--- config.mk ---
export PLATFORM = sky130hd
export DESIGN_NAME = acq_capture_ctrl_flat
export DESIGN_NICKNAME = d
export VERILOG_FILES = /design/src/rtl/acq_capture_ctrl_if.sv /design/src/rtl/acq_capture_ctrl.sv /design/src/flat_wrapper.sv
export SDC_FILE = /design/constraint.sdc
export NUM_CORES = 1
export LEC_CHECK = 0
export ABC_AREA = 1
export CORE_AREA = 2 2 112 71
export CTS_CLUSTER_SIZE = 8
export DETAILED_ROUTE_END_ITERATION = 12
export DIE_AREA = 0 0 114 73
export PLACE_DENSITY = 0.81
export SKIP_CTS_REPAIR_TIMING = 1
export SLEW_MARGIN = 15
export SYNTH_ARGS = -nofsm -noshare
export SYNTH_HDL_FRONTEND = slang
export SYNTH_SLANG_ARGS = --single-unit
--- constraint.sdc ---
create_clock -name i_clk -period 2.62 [get_ports i_clk]
set_clock_uncertainty 0.15 [all_clocks]
set_input_delay 0.655 -clock i_clk [delete_from_list [all_inputs] [get_ports i_clk]]
set_output_delay 0.655 -clock i_clk [all_outputs]
set_load 0.01 [all_outputs]
--- src/rtl/acq_capture_ctrl_if.sv ---
// Write port of the capture sample buffer: address, data and write enable.
// The capture controller drives the master side; the buffer sits on the slave side.
interface acq_capture_ctrl_if #(
    parameter int unsigned AW = 11,
    parameter int unsigned DW = 10
);
    logic [AW-1:0] addr;
    logic [DW-1:0] din;
    logic          we;

    modport master (output addr, output din, output we);
    modport slave  (input  addr, input  din, input  we);
endinterface

--- src/rtl/acq_capture_ctrl.sv ---
// Pre/post-trigger capture controller: circular pre-fill, rising level-crossing trigger, fixed post count.
// Optional ACQ_EXT_TRIG_EN adds i_ext_trig, ORed into the trigger while ARMED.
module acq_capture_ctrl #(
    parameter int unsigned AW        = 11,
    parameter int unsigned DW        = 10,
    parameter int unsigned PRE_DEPTH = 512
) (
    input  logic                i_clk,
    input  logic                i_rst,
    input  logic [DW-1:0]       i_adc_data,
    input  logic [DW-1:0]       i_trig_level,
    input  logic                i_arm,
    input  logic                i_abort,
`ifdef ACQ_EXT_TRIG_EN
    input  logic                i_ext_trig,
`endif
    acq_capture_ctrl_if.master  m_sram,
    output logic                o_busy,
    output logic                o_done,
    output logic [AW-1:0]       o_trig_addr,
    output logic [AW-1:0]       o_rec_start
);

    localparam int unsigned   POST_DEPTH = (2 ** AW) - PRE_DEPTH;
    localparam logic [AW-1:0] PreLast    = AW'(PRE_DEPTH - 1);
    localparam logic [AW-1:0] PostLast   = AW'(POST_DEPTH - 1);
    localparam logic [AW-1:0] PreOff     = AW'(PRE_DEPTH);

    typedef enum logic [2:0] {StIdle, StPre, StArmed, StPost, StDone} state_e;

    state_e        r_state,     w_state_next;
    logic [AW-1:0] r_wptr,      w_wptr_next;
    logic [AW-1:0] r_cnt,       w_cnt_next;
    logic [AW-1:0] r_addr,      w_addr_next;
    logic [DW-1:0] r_din,       w_din_next;
    logic          r_we,        w_we_next;
    logic          r_busy,      w_busy_next;
    logic          r_done,      w_done_next;
    logic [AW-1:0] r_trig_addr, w_trig_addr_next;
    logic [AW-1:0] r_rec_start, w_rec_start_next;
    logic          w_write;
    logic          w_trig;

    // r_din still holds the previously written sample, i.e. the "previous" side of the crossing.
`ifdef ACQ_EXT_TRIG_EN
    assign w_trig = ((r_din < i_trig_level) && (i_adc_data >= i_trig_level)) || i_ext_trig;
`else
    assign w_trig = (r_din < i_trig_level) && (i_adc_data >= i_trig_level);
`endif

    always_comb begin
        w_state_next     = r_state;
        w_wptr_next      = r_wptr;
        w_cnt_next       = r_cnt;
        w_addr_next      = r_addr;
        w_din_next       = r_din;
        w_we_next        = 1'b0;
        w_trig_addr_next = r_trig_addr;
        w_rec_start_next = r_rec_start;
        w_write          = 1'b0;

        if (i_abort) begin
            w_state_next = StIdle;
        end else begin
            unique case (r_state)
                StIdle, StDone: begin
                    if (i_arm) begin
                        w_state_next = StPre;
                        w_wptr_next  = '0;
                        w_cnt_next   = '0;
                    end
                end
                StPre: begin
                    w_write    = 1'b1;
                    w_cnt_next = r_cnt + 1'b1;
                    if (r_cnt == PreLast) begin
                        w_state_next = StArmed;
                        w_cnt_next   = '0;
                    end
                end
                StArmed: begin
                    w_write = 1'b1;
                    if (w_trig) begin
                        w_trig_addr_next = r_wptr;
                        w_rec_start_next = r_wptr - PreOff;
                        w_cnt_next       = AW'(1);
                        w_state_next     = (POST_DEPTH == 1) ? StDone : StPost;
                    end
                end
                StPost: begin
                    w_write    = 1'b1;
                    w_cnt_next = r_cnt + 1'b1;
                    if (r_cnt == PostLast) begin
                        w_state_next = StDone;
                    end
                end
                default: w_state_next = StIdle;
            endcase
        end

        if (w_write) begin
            w_addr_next = r_wptr;
            w_din_next  = i_adc_data;
            w_we_next   = 1'b1;
            w_wptr_next = r_wptr + 1'b1;
        end

        w_busy_next = (w_state_next == StPre) || (w_state_next == StArmed) ||
                      (w_state_next == StPost);
        w_done_next = (w_state_next == StDone);
    end

    always_ff @(posedge i_clk or posedge i_rst) begin
        if (i_rst) begin
            r_state     <= StIdle;
            r_wptr      <= '0;
            r_cnt       <= '0;
            r_addr      <= '0;
            r_din       <= '0;
            r_we        <= 1'b0;
            r_busy      <= 1'b0;
            r_done      <= 1'b0;
            r_trig_addr <= '0;
            r_rec_start <= '0;
        end else begin
            r_state     <= w_state_next;
            r_wptr      <= w_wptr_next;
            r_cnt       <= w_cnt_next;
            r_addr      <= w_addr_next;
            r_din       <= w_din_next;
            r_we        <= w_we_next;
            r_busy      <= w_busy_next;
            r_done      <= w_done_next;
            r_trig_addr <= w_trig_addr_next;
            r_rec_start <= w_rec_start_next;
        end
    end

    assign m_sram.addr = r_addr;
    assign m_sram.din  = r_din;
    assign m_sram.we   = r_we;
    assign o_busy      = r_busy;
    assign o_done      = r_done;
    assign o_trig_addr = r_trig_addr;
    assign o_rec_start = r_rec_start;

endmodule

--- src/flat_wrapper.sv ---
// flat-port wrapper written by rule: the top's interface ports become plain ports
module acq_capture_ctrl_flat 
#(
    parameter int unsigned AW        = 11,
    parameter int unsigned DW        = 10,
    parameter int unsigned PRE_DEPTH = 512
)
  (i_clk, i_rst, i_adc_data, i_trig_level, i_arm, i_abort, o_busy, o_done, o_trig_addr, o_rec_start, m_sram_addr, m_sram_din, m_sram_we);
  acq_capture_ctrl_if #(.AW(AW), .DW(DW)) m_sram_i ();
  input  logic i_clk;
  input  logic i_rst;
  input  logic [DW-1:0] i_adc_data;
  input  logic [DW-1:0] i_trig_level;
  input  logic i_arm;
  input  logic i_abort;
  output logic o_busy;
  output logic o_done;
  output logic [AW-1:0] o_trig_addr;
  output logic [AW-1:0] o_rec_start;
  output wire logic [$bits(m_sram_i.addr)-1:0] m_sram_addr;
  output wire logic [$bits(m_sram_i.din)-1:0] m_sram_din;
  output wire logic [$bits(m_sram_i.we)-1:0] m_sram_we;
  assign m_sram_addr = m_sram_i.addr;
  assign m_sram_din = m_sram_i.din;
  assign m_sram_we = m_sram_i.we;
  acq_capture_ctrl #(.AW(AW), .DW(DW), .PRE_DEPTH(PRE_DEPTH)) u_core (.i_clk(i_clk), .i_rst(i_rst), .i_adc_data(i_adc_data), .i_trig_level(i_trig_level), .i_arm(i_arm), .i_abort(i_abort), .m_sram(m_sram_i), .o_busy(o_busy), .o_done(o_done), .o_trig_addr(o_trig_addr), .o_rec_start(o_rec_start));
endmodule
# Word level (Yosys, flattened, before mapping)
# Cells that the tools add are included.
word_totals:
  reg_bits: 71
  inputBits: 24
  out_inout_bits: 46
  word_cells: 57
classes:
  addsub: 3
  order_cmp: 2
  eq_ne: 13
  muxes: 16
  n_bitwise: 1
  n_reduce_logical: 12
op_table:
  columns: ["op", "count"]
  rows:
  - ["11-bit two-way mux", 6]
  - ["11-bit one-hot mux with 4 select lines", 1]
  - ["11-bit by 1-bit adder with 11-bit output, second input constant", 2]
  - ["3-bit two-way mux", 5]
  - ["3-bit by 2-bit equality test with 1-bit output, second input constant", 4]
  - ["3-bit one-hot mux with 4 select lines", 1]
  - ["11-bit equality test, second input constant", 1]
  - ["11-bit by 9-bit equality test with 1-bit output, second input constant", 1]
  - ["11-bit by 10-bit subtractor with 11-bit output, second input constant", 1]
  - ["10-bit >= comparator", 1]
  - ["10-bit less-than comparator", 1]
  - ["3-bit by 1-bit equality test with 1-bit output, second input constant", 2]
  - ["3-bit equality test, second input constant", 2]
  - ["3-bit AND reduction", 2]
  - ["2-bit by 1-bit inequality test with 1-bit output, second input constant", 2]
  - ["4-bit AND reduction", 1]
  - ["2-bit nonzero test", 2]
  - ["4-bit nonzero test", 1]
  - ["3-bit zero test", 1]
  - ["1-bit two-way mux", 3]
  - ["3-bit OR reduction", 1]
  - ["1-bit logical OR", 2]
  - ["2-bit inequality test, second input constant", 1]
  - ["2-bit OR reduction", 1]
  - ["2 further kinds", 2]

# Depth between registers and ports, before layout
# Gate-level depths: netlist (run 1).
logic_depth:
  ltp_word: 8
  ltp_mapped: 15
  mapped_depth_nobuf: 14

# Worst setup path before layout (run 1)
# OpenSTA, ideal clock, no wires.
synth_path:
  kind: "input port to flip-flop"
  start: "input i_trig_level[9]"
  end: "register u_core.r_rec_start[2] (netlist: u_core.o_rec_start[2])"
  setup_ns: 0.117
  arrival_ns: 1.915
  t_required_ns: 2.353
  slack_ns: 0.439
  path_stages: 12
  n_path_buf: 1
  cell_sequence: "inv_1 -> ha_1 -> a21o_1 -> nor2_1 -> nand2_1 -> nor2_1 -> nand2_1 -> inv_1 -> nand2_1 -> buf_2 -> nand2_1 -> nand2_1"
synth_via:
  elab_chain_cells: 3
  word_cells_on_any_way: 4
  classes_between: "2 x order compare; 2 x reduce/logical"
synth_rtl:
  columns: ["item", "line", "source"]
  rows:
  - ["start, declared", "flat_wrapper.sv:13", "input logic [DW-1:0] i_trig_level;"]
  - ["10-bit less-than comparator or 10-bit >= comparator (tied branches)", "acq_capture_ctrl.sv:48", "assign w_trig = (r_din < i_trig_level) && (i_adc_data >= i_trig_level);"]
  - ["1-bit logical AND (*)", "acq_capture_ctrl.sv:48", null]
  - ["3-bit AND reduction (no line) (*)", null, null]
  - ["end signal, assigned", "acq_capture_ctrl.sv:135", "r_rec_start <= w_rec_start_next;"]
  - ["end, declared", "acq_capture_ctrl.sv:40", "logic [AW-1:0] r_rec_start, w_rec_start_next;"]
# Mark *: on every way between the ends. The rest lies on a longest branch, timed or not.
# A chain may end at the register's enable or synchronous reset.

# Worst setup path after layout (run 1)
layout_path:
  start: "input i_trig_level[5]"
  end: "register u_core.r_trig_addr[9] (netlist: u_core.o_trig_addr[9])"
layout_via:
  elab_chain_cells: 3
  word_cells_on_any_way: 4
  classes_between: "2 x order compare; 2 x reduce/logical"
layout_rtl:
  columns: ["item", "line", "source"]
  rows:
  - ["10-bit less-than comparator or 10-bit >= comparator (tied branches)", "acq_capture_ctrl.sv:48", null]
  - ["1-bit logical AND (*)", "acq_capture_ctrl.sv:48", null]
  - ["3-bit AND reduction (no line) (*)", null, null]
  - ["end signal, assigned", "acq_capture_ctrl.sv:134", "r_trig_addr <= w_trig_addr_next;"]
  - ["end, declared", "acq_capture_ctrl.sv:39", "logic [AW-1:0] r_trig_addr, w_trig_addr_next;"]
# Marked as above.

==> out/qor.txt, run 1 <==
Die Height -> 73 um
Hold Crit Class -> flop to flop
Area growth, synth to finish -> 31.73%
status -> finished, final reports clean
Period minus WS final -> 2.396 ns
RSZ-0062 raised after global routing -> false
DRC -> 0
Post-Synthesis Cells -> 459
Die Footprint -> 8322 um2
post-DP HPWL -> 6.492 mm
final worst-path cycle share -> 91.44%
LEAKAGE -> 2.294 nW
Num CTS Buffers -> 9
vias in the first global route -> 3200
asr flop ratio synth -> 100.0%
Yosys reg bits -> 62
internal power -> 0.002058 W
sequential fraction of the synthesis area -> 43.96%
max-cap violations -> 0
CP Max Fanout -> 13
# diodes -> 0
final setup violation count -> 0
power share of the clock group -> 45.7%
IO Pins -> 70
area leader, netlist -> dfrtp_1
Critical Path Sink Type -> flop
Slew headroom -> 43.56%
Psw -> 0.0007375 W
pwr dens -> 601.2 nW/um2
Chip Width -> 114 um
floorplan row count -> 25
Net Sw Frac -> 26.38%
largest cells by area after synthesis -> dfrtp_1, nand2_1, ha_1, nand3_1, inv_1
all-layer global routing usage -> 23.04%
EDFF count, synth -> 0
vias -> 3247
syn nets -> 504
RD Place Congestion -> 0.9157
hold slack final -> 0.3226 ns
Post-synth top cells -> nand2_1, dfrtp_1, inv_1, nand3_1, nor2_1
sequential share of power -> 38.5%
CTS tree -> built
yosys warns -> 0
Unique masters post-synth -> 30
Worst EP required -> 2.69 ns
DR WL/cell -> 13.81 um
Startpoint Class -> input pin
top_reg_cell synth -> dfrtp_1
H-tree depth -> 3
clk_lat worst skew -> 0.33 ns
final net count -> 575
worst slew pin tran -> 0.8456 ns
Cell Area, Synth -> 3530 um2
Final Max Slew Viols -> 0
drt first pass iters -> 7
Port Buf Inserts -> 69
first-pass GRT wire length -> 14.84 mm
layout cells sized above 1 -> 7.850%
Hold Vio Cnt, Final -> 0
initial antenna violation count -> 0
Post-DRT Antenna Nets -> 0
WS Path Type -> input pin to flop
CP arrival -> 2.47 ns
non-filler cells, final -> 629
placed cell count -> 613
clk root buf -> clkbuf_16
core area -> 7445 um2
Peak Freq -> 0.4174 GHz
grt ovf -> 0
Comb power frac -> 15.8%
top cell type's share of synthesized area -> 43.96%
Post-Route WL -> 8.684 mm
initial drt markers -> 234
Clock Sinks -> 62
via density per instance -> 5.162
maximum buffer depth of the clock tree -> 2
Initial Util -> 47.41%
clock slew at reported path FFs -> 0.06 ns
largest net degree at the start of global routing -> 46
Post-Syn Area per Cell -> 7.690 um2
Max VDD drop -> 449.4 uV
top-count cell post-synth -> nand2_1
## registers in the layout, indices dropped and copies added (netlist names)
| register | cells |
|---|---|
| u_core.o_rec_start | 11 |
| u_core.r_state | 3 |
| u_core.m_sram.we | 1 |
| u_core.o_trig_addr | 2 |
| u_core.o_busy | 1 |
| u_core.o_done | 1 |
| u_core.r_cnt | 11 |
| u_core.m_sram.addr | 11 |
| u_core.m_sram.din | 10 |
| u_core.r_wptr | 11 |
## cells by family after synthesis
logic type	after synthesis	share of synthesized area, %
compound gates	39	5.920
xor+xnor	5	1.241
fa+ha+maj	21	7.444
buf+inv	72	9.004
flops	62	43.96
simple gates	260	32.44
## layer usage
layer | global-route usage, % | wire length, um | part of all wire, % | vias up
li1 | - | - | - | 1597
met2 | 37.70 | 4102 | 47 | 109
met3 | 6.811 | 507 | 5.8 | 17
met5 | 0 | 0 | 0 | -
met4 | 8.401 | 174 | 2.0 | 0
met1 | 29.41 | 3900 | 45 | 1524
## cells in the final DEF, fill, tap and decap left out, types with 2 or more instances in the layout
master,count
buf_4,9
nand3_1,43
nand4_1,5
clkinvlp_4,2
clkbuf_16,9
xor2_1,2
nand2_1,159
dfrtp_1,62
buf_12,2
a21o_1,2
clkdlybuf4s50_1,69
inv_2,3
bufinv_16,2
ha_1,21
clkinv_2,2
a21oi_1,15
nor2_4,2
nor3_1,10
nor2_1,32
o21ai_0,18
nand2_2,2
inv_1,48
a22oi_1,2
xnor2_1,3
## area by class of cell
type | count | area, um2
Timing Repair Buffer | 80 | 798.3
Sequential cell | 62 | 1551
Inverter | 52 | 196.4
Clock inverter | 7 | 97.59
Multi-Input combinational cell | 325 | 1663
Tap cell | 94 | 117.6
Clock buffer | 9 | 225.2
Fill cell | 652 | 2795
## critical path, stage by stage
cell and delay (ns):
clkdlybuf4s50_1 0.46, inv_1 0.06, ha_1 0.29, a21oi_1 0.16, nand2_1 0.09, nand2_1 0.06, nand2_1 0.04, nor2_1 0.11
nand2_1 0.09, inv_1 0.07, nand2_1 0.09, buf_12 0.17, nand2_1 0.06, nand2_1 0.05
## power by group through the flow
stage	combinational (W)	clock (W)	sequential (W)
floorplan	0.000221	0	0.00110
global placement	0.000426	0	0.00109
detailed placement	0.000441	0	0.00109
CTS	0.000444	0.00130	0.00107
global route	0.000494	0.00135	0.00108
finish	0.000443	0.00128	0.00108
## through the flow
step	instance area (um2)	setup WS [ns]	TNS, ns	power, W	utilization [%]
finish	4649	0.2242	0	0.002795	62.45
global route	4649	0.05269	0	0.002922	62.45
CTS	4647	0.1543	0	0.002817	62.42
detailed placement	4324	-0.1995	-3.442	0.001530	58.08
global placement	4324	-0.1209	-1.896	0.001513	58.08
floorplan	3530	0.2736	0	0.001317	-
## path summary, 6_finish.rpt
check	depth (start not counted)	end	startpoint	slack, ns
setup / recovery	14	u_core.o_trig_addr[9]$_DFFE_PP0P_	i_trig_level[5]	0.22
hold / removal	2	u_core.o_trig_addr[10]$_DFFE_PP0P_	u_core.o_trig_addr[10]$_DFFE_PP0P_	0.32
setup reg to reg	11	u_core.o_busy$_DFF_PP0_	u_core.r_cnt[0]$_DFFE_PP0P_	0.46
hold reg to reg	2	u_core.o_trig_addr[10]$_DFFE_PP0P_	u_core.o_trig_addr[10]$_DFFE_PP0P_	0.32
max in group asynchronous	3	u_core.r_cnt[6]$_DFFE_PP0P_	i_rst	1.28
min in group asynchronous	2	u_core.r_state[0]$_DFF_PP0_	i_rst	0.48
(Power assumes the default switching activity.)
==> run 2: changes to the inputs <==
--- a/config.mk
+++ b/config.mk
@@ -6,11 +6,11 @@
 export NUM_CORES = 1
 export LEC_CHECK = 0
 export ABC_AREA = 1
-export CORE_AREA = 2 2 112 71
+export CORE_AREA = 2 2 157 98
 export CTS_CLUSTER_SIZE = 8
 export DETAILED_ROUTE_END_ITERATION = 12
-export DIE_AREA = 0 0 114 73
-export PLACE_DENSITY = 0.81
+export DIE_AREA = 0 0 159 100
+export PLACE_DENSITY = 0.49
 export SKIP_CTS_REPAIR_TIMING = 1
 export SLEW_MARGIN = 15
 export SYNTH_ARGS = -nofsm -noshare
==> out/qor.txt, run 2 (synthesized netlist as in run 1, its figures left out) <==
final net count -> 583 (was 575)
RSZ-0062 raised after global routing -> false (unchanged)
Post-Route Setup TNS -> 0 ns (unchanged)
Initial Util -> 23.99% (was 47.41%)
Final Max Slew Viols -> 0 (unchanged)
Clock Sinks -> 62 (unchanged)
clk root buf -> clkbuf_16 (unchanged)
DRC -> 0 (unchanged)
placed cell area -> 4521 um2 (was 4324 um2)
CTS tree -> built (unchanged)
Chip Width -> 159 um (was 114 um)
Num CTS Buffers -> 9 (unchanged)
core area -> 14710 um2 (was 7445 um2)
initial antenna violation count -> 0 (unchanged)
max-cap violations -> 0 (unchanged)
CP arrival -> 2.48 ns (was 2.47 ns)
via density per instance -> 4.296 (was 5.162)
worst slew pin tran -> 0.4261 ns (was 0.8456 ns)
register area -> 1551 um2 (unchanged)
Peak Freq -> 0.4157 GHz (was 0.4174 GHz)
all-layer global routing usage -> 13.32% (was 23.04%)
status -> finished, final reports clean (unchanged)
Max VDD drop -> 224.3 uV (was 449.4 uV)
Die Footprint -> 15900 um2 (was 8322 um2)
FF-to-FF setup slack -> 0.29 ns (was 0.46 ns)
vias -> 3205 (was 3247)
H-tree depth -> 3 (unchanged)
CP startpoint -> i_trig_level[3] (was i_trig_level[5])
IO Pins -> 70 (unchanged)
CP Max Fanout -> 11 (was 13)
pwr dens -> 573.3 nW/um2 (was 601.2 nW/um2)
Port Buf Inserts -> 69 (unchanged)
floorplan row count -> 35 (was 25)
commonest non-fill, non-tap cell in the layout -> nand2_1 (unchanged)
Hold Vio Cnt, Final -> 0 (unchanged)
Fillers -> 1563 (was 652)
drt first pass iters -> 5 (was 7)
Startpoint Class -> input pin (unchanged)
Slew headroom -> 71.49% (was 43.56%)
maximum buffer depth of the clock tree -> 2 (unchanged)
Die Height -> 100 um (was 73 um)
reg2reg path depth -> 10 (was 11)
multi-input logic area -> 1663 um2 (unchanged)
post-DP HPWL -> 7.185 mm (was 6.492 mm)
fin area -> 4825 um2 (was 4649 um2)
Area growth, synth to finish -> 36.69% (was 31.73%)
first-pass GRT wire length -> 16.73 mm (was 14.84 mm)
clock slew at reported path FFs -> 0.06 ns (about the same)
hold slack final -> 0.3202 ns (was 0.3226 ns)
Worst Setup EP -> u_core.r_cnt[8]$_DFFE_PP0P_ (was u_core.o_trig_addr[9]$_DFFE_PP0P_)
# diodes -> 0 (unchanged)
LEAKAGE -> 2.333 nW (was 2.294 nW)
final worst-path cycle share -> 91.82% (was 91.44%)
WS Path Type -> input pin to flop (unchanged)
Period minus WS final -> 2.406 ns (was 2.396 ns)
largest net degree at the start of global routing -> 63 (was 46)
initial drt markers -> 203 (was 234)
Overall Power -> 0.002766 W (was 0.002795 W)
DR WL/cell -> 13.35 um (was 13.81 um)
reg-to-reg startpoint -> u_core.r_cnt[0]$_DFFE_PP0P_ (unchanged)
most used cells in the layout excluding fill and tap cells -> nand2_1, clkdlybuf4s50_1, dfrtp_1, inv_1, nand3_1 (unchanged)
final setup violation count -> 0 (unchanged)
Worst EP required -> 2.70 ns (was 2.69 ns)
RD Place Congestion -> 0.8214 (was 0.9157)
clk_lat worst skew -> 0.33 ns (about the same)
RR Endpoint -> u_core.o_busy$_DFF_PP0_ (unchanged)
Hold Crit Class -> flop to flop (unchanged)
vias in the first global route -> 3122 (was 3200)
Post-Route WL -> 9.959 mm (was 8.684 mm)
Critical Path Sink Type -> flop (unchanged)
Post-DRT Antenna Nets -> 0 (unchanged)
layout cells sized above 1 -> 9.024% (was 7.850%)
grt ovf -> 0 (unchanged)
## run 2: changes by cell type in the layout (fill, tap and decap cells not counted), moves of 2 or more
| cell | delta |
|---|---|
| clkinvlp_4 | -2 |
| buf_4 | +8 |
| clkinv_2 | +2 |
| clkbuf_8 | +2 |
## run 2: cell type report
cell class | count | area share, %
inverters | 52 | 4.072
multi-input cells | 325 | 34.47
repair buffers | 88 | 17.79
clock inverters | 4 | 0.9336
clock buffers | 12 | 5.316
well taps | 203 | 5.265
flip-flops and latches | 62 | 32.16
## run 2: where the power goes
group          switching, W  internal (W)
combinational      0.000250      0.000220
clock              0.000435      0.000783
sequential        0.0000605       0.00102
## run 2: worst min path at each step
stage | startpoint | to | slack (ns) | depth (start not counted)
after floorplan | u_core.r_cnt[1]$_DFFE_PP0P_ | u_core.r_cnt[1]$_DFFE_PP0P_ | 0.32 | 2
after global placement | u_core.m_sram.addr[8]$_DFFE_PP0P_ | u_core.m_sram.addr[8]$_DFFE_PP0P_ | 0.31 | 2
after detailed placement | u_core.m_sram.addr[8]$_DFFE_PP0P_ | u_core.m_sram.addr[8]$_DFFE_PP0P_ | 0.31 | 2
after CTS | u_core.m_sram.addr[8]$_DFFE_PP0P_ | u_core.m_sram.addr[8]$_DFFE_PP0P_ | 0.33 | 2
after global routing | u_core.o_trig_addr[9]$_DFFE_PP0P_ | u_core.o_trig_addr[9]$_DFFE_PP0P_ | 0.36 | 2
final | u_core.m_sram.addr[8]$_DFFE_PP0P_ | u_core.m_sram.addr[8]$_DFFE_PP0P_ | 0.32 | 2
## run 2: routing by layer
layer  global-route usage [%]  wire (um)  vias up  part of all wire, %
li1                         -          -     1624                    -
met1                    20.55       5601     1492                   56
met2                    17.53       3723       78                   37
met3                    4.008        506       11                  5.1
met4                    3.706        127        0                  1.3
met5                        0          0        -                    0
## run 2: through the flow
| stage | worst slack (ns) | utilization [%] | std cells |
|---|---|---|---|
| 2_1_floorplan | 0.2736 | - | 459 |
| 3_3_place_gp | -0.1598 | 30.72 | 730 |
| 6_report | 0.2142 | 32.79 | 746 |
| 4_1_cts | 0.1664 | 32.77 | 746 |
| 3_5_place_dp | -0.1828 | 30.72 | 730 |
| 5_1_grt | 0.01366 | 32.79 | 746 |
## run 2: critical path: stages
cell	delay, ns
clkdlybuf4s50_1	0.50
inv_1	0.07
ha_1	0.29
nand2_1	0.07
nand2_1	0.05
nand2_1	0.05
nand2_1	0.04
nand2_1	0.05
nand2_1	0.05
nor2_2	0.12
nand2_1	0.08
nand2_1	0.09
nand2_1	0.06
buf_4	0.19
nand2_1	0.08
nand2_1	0.05
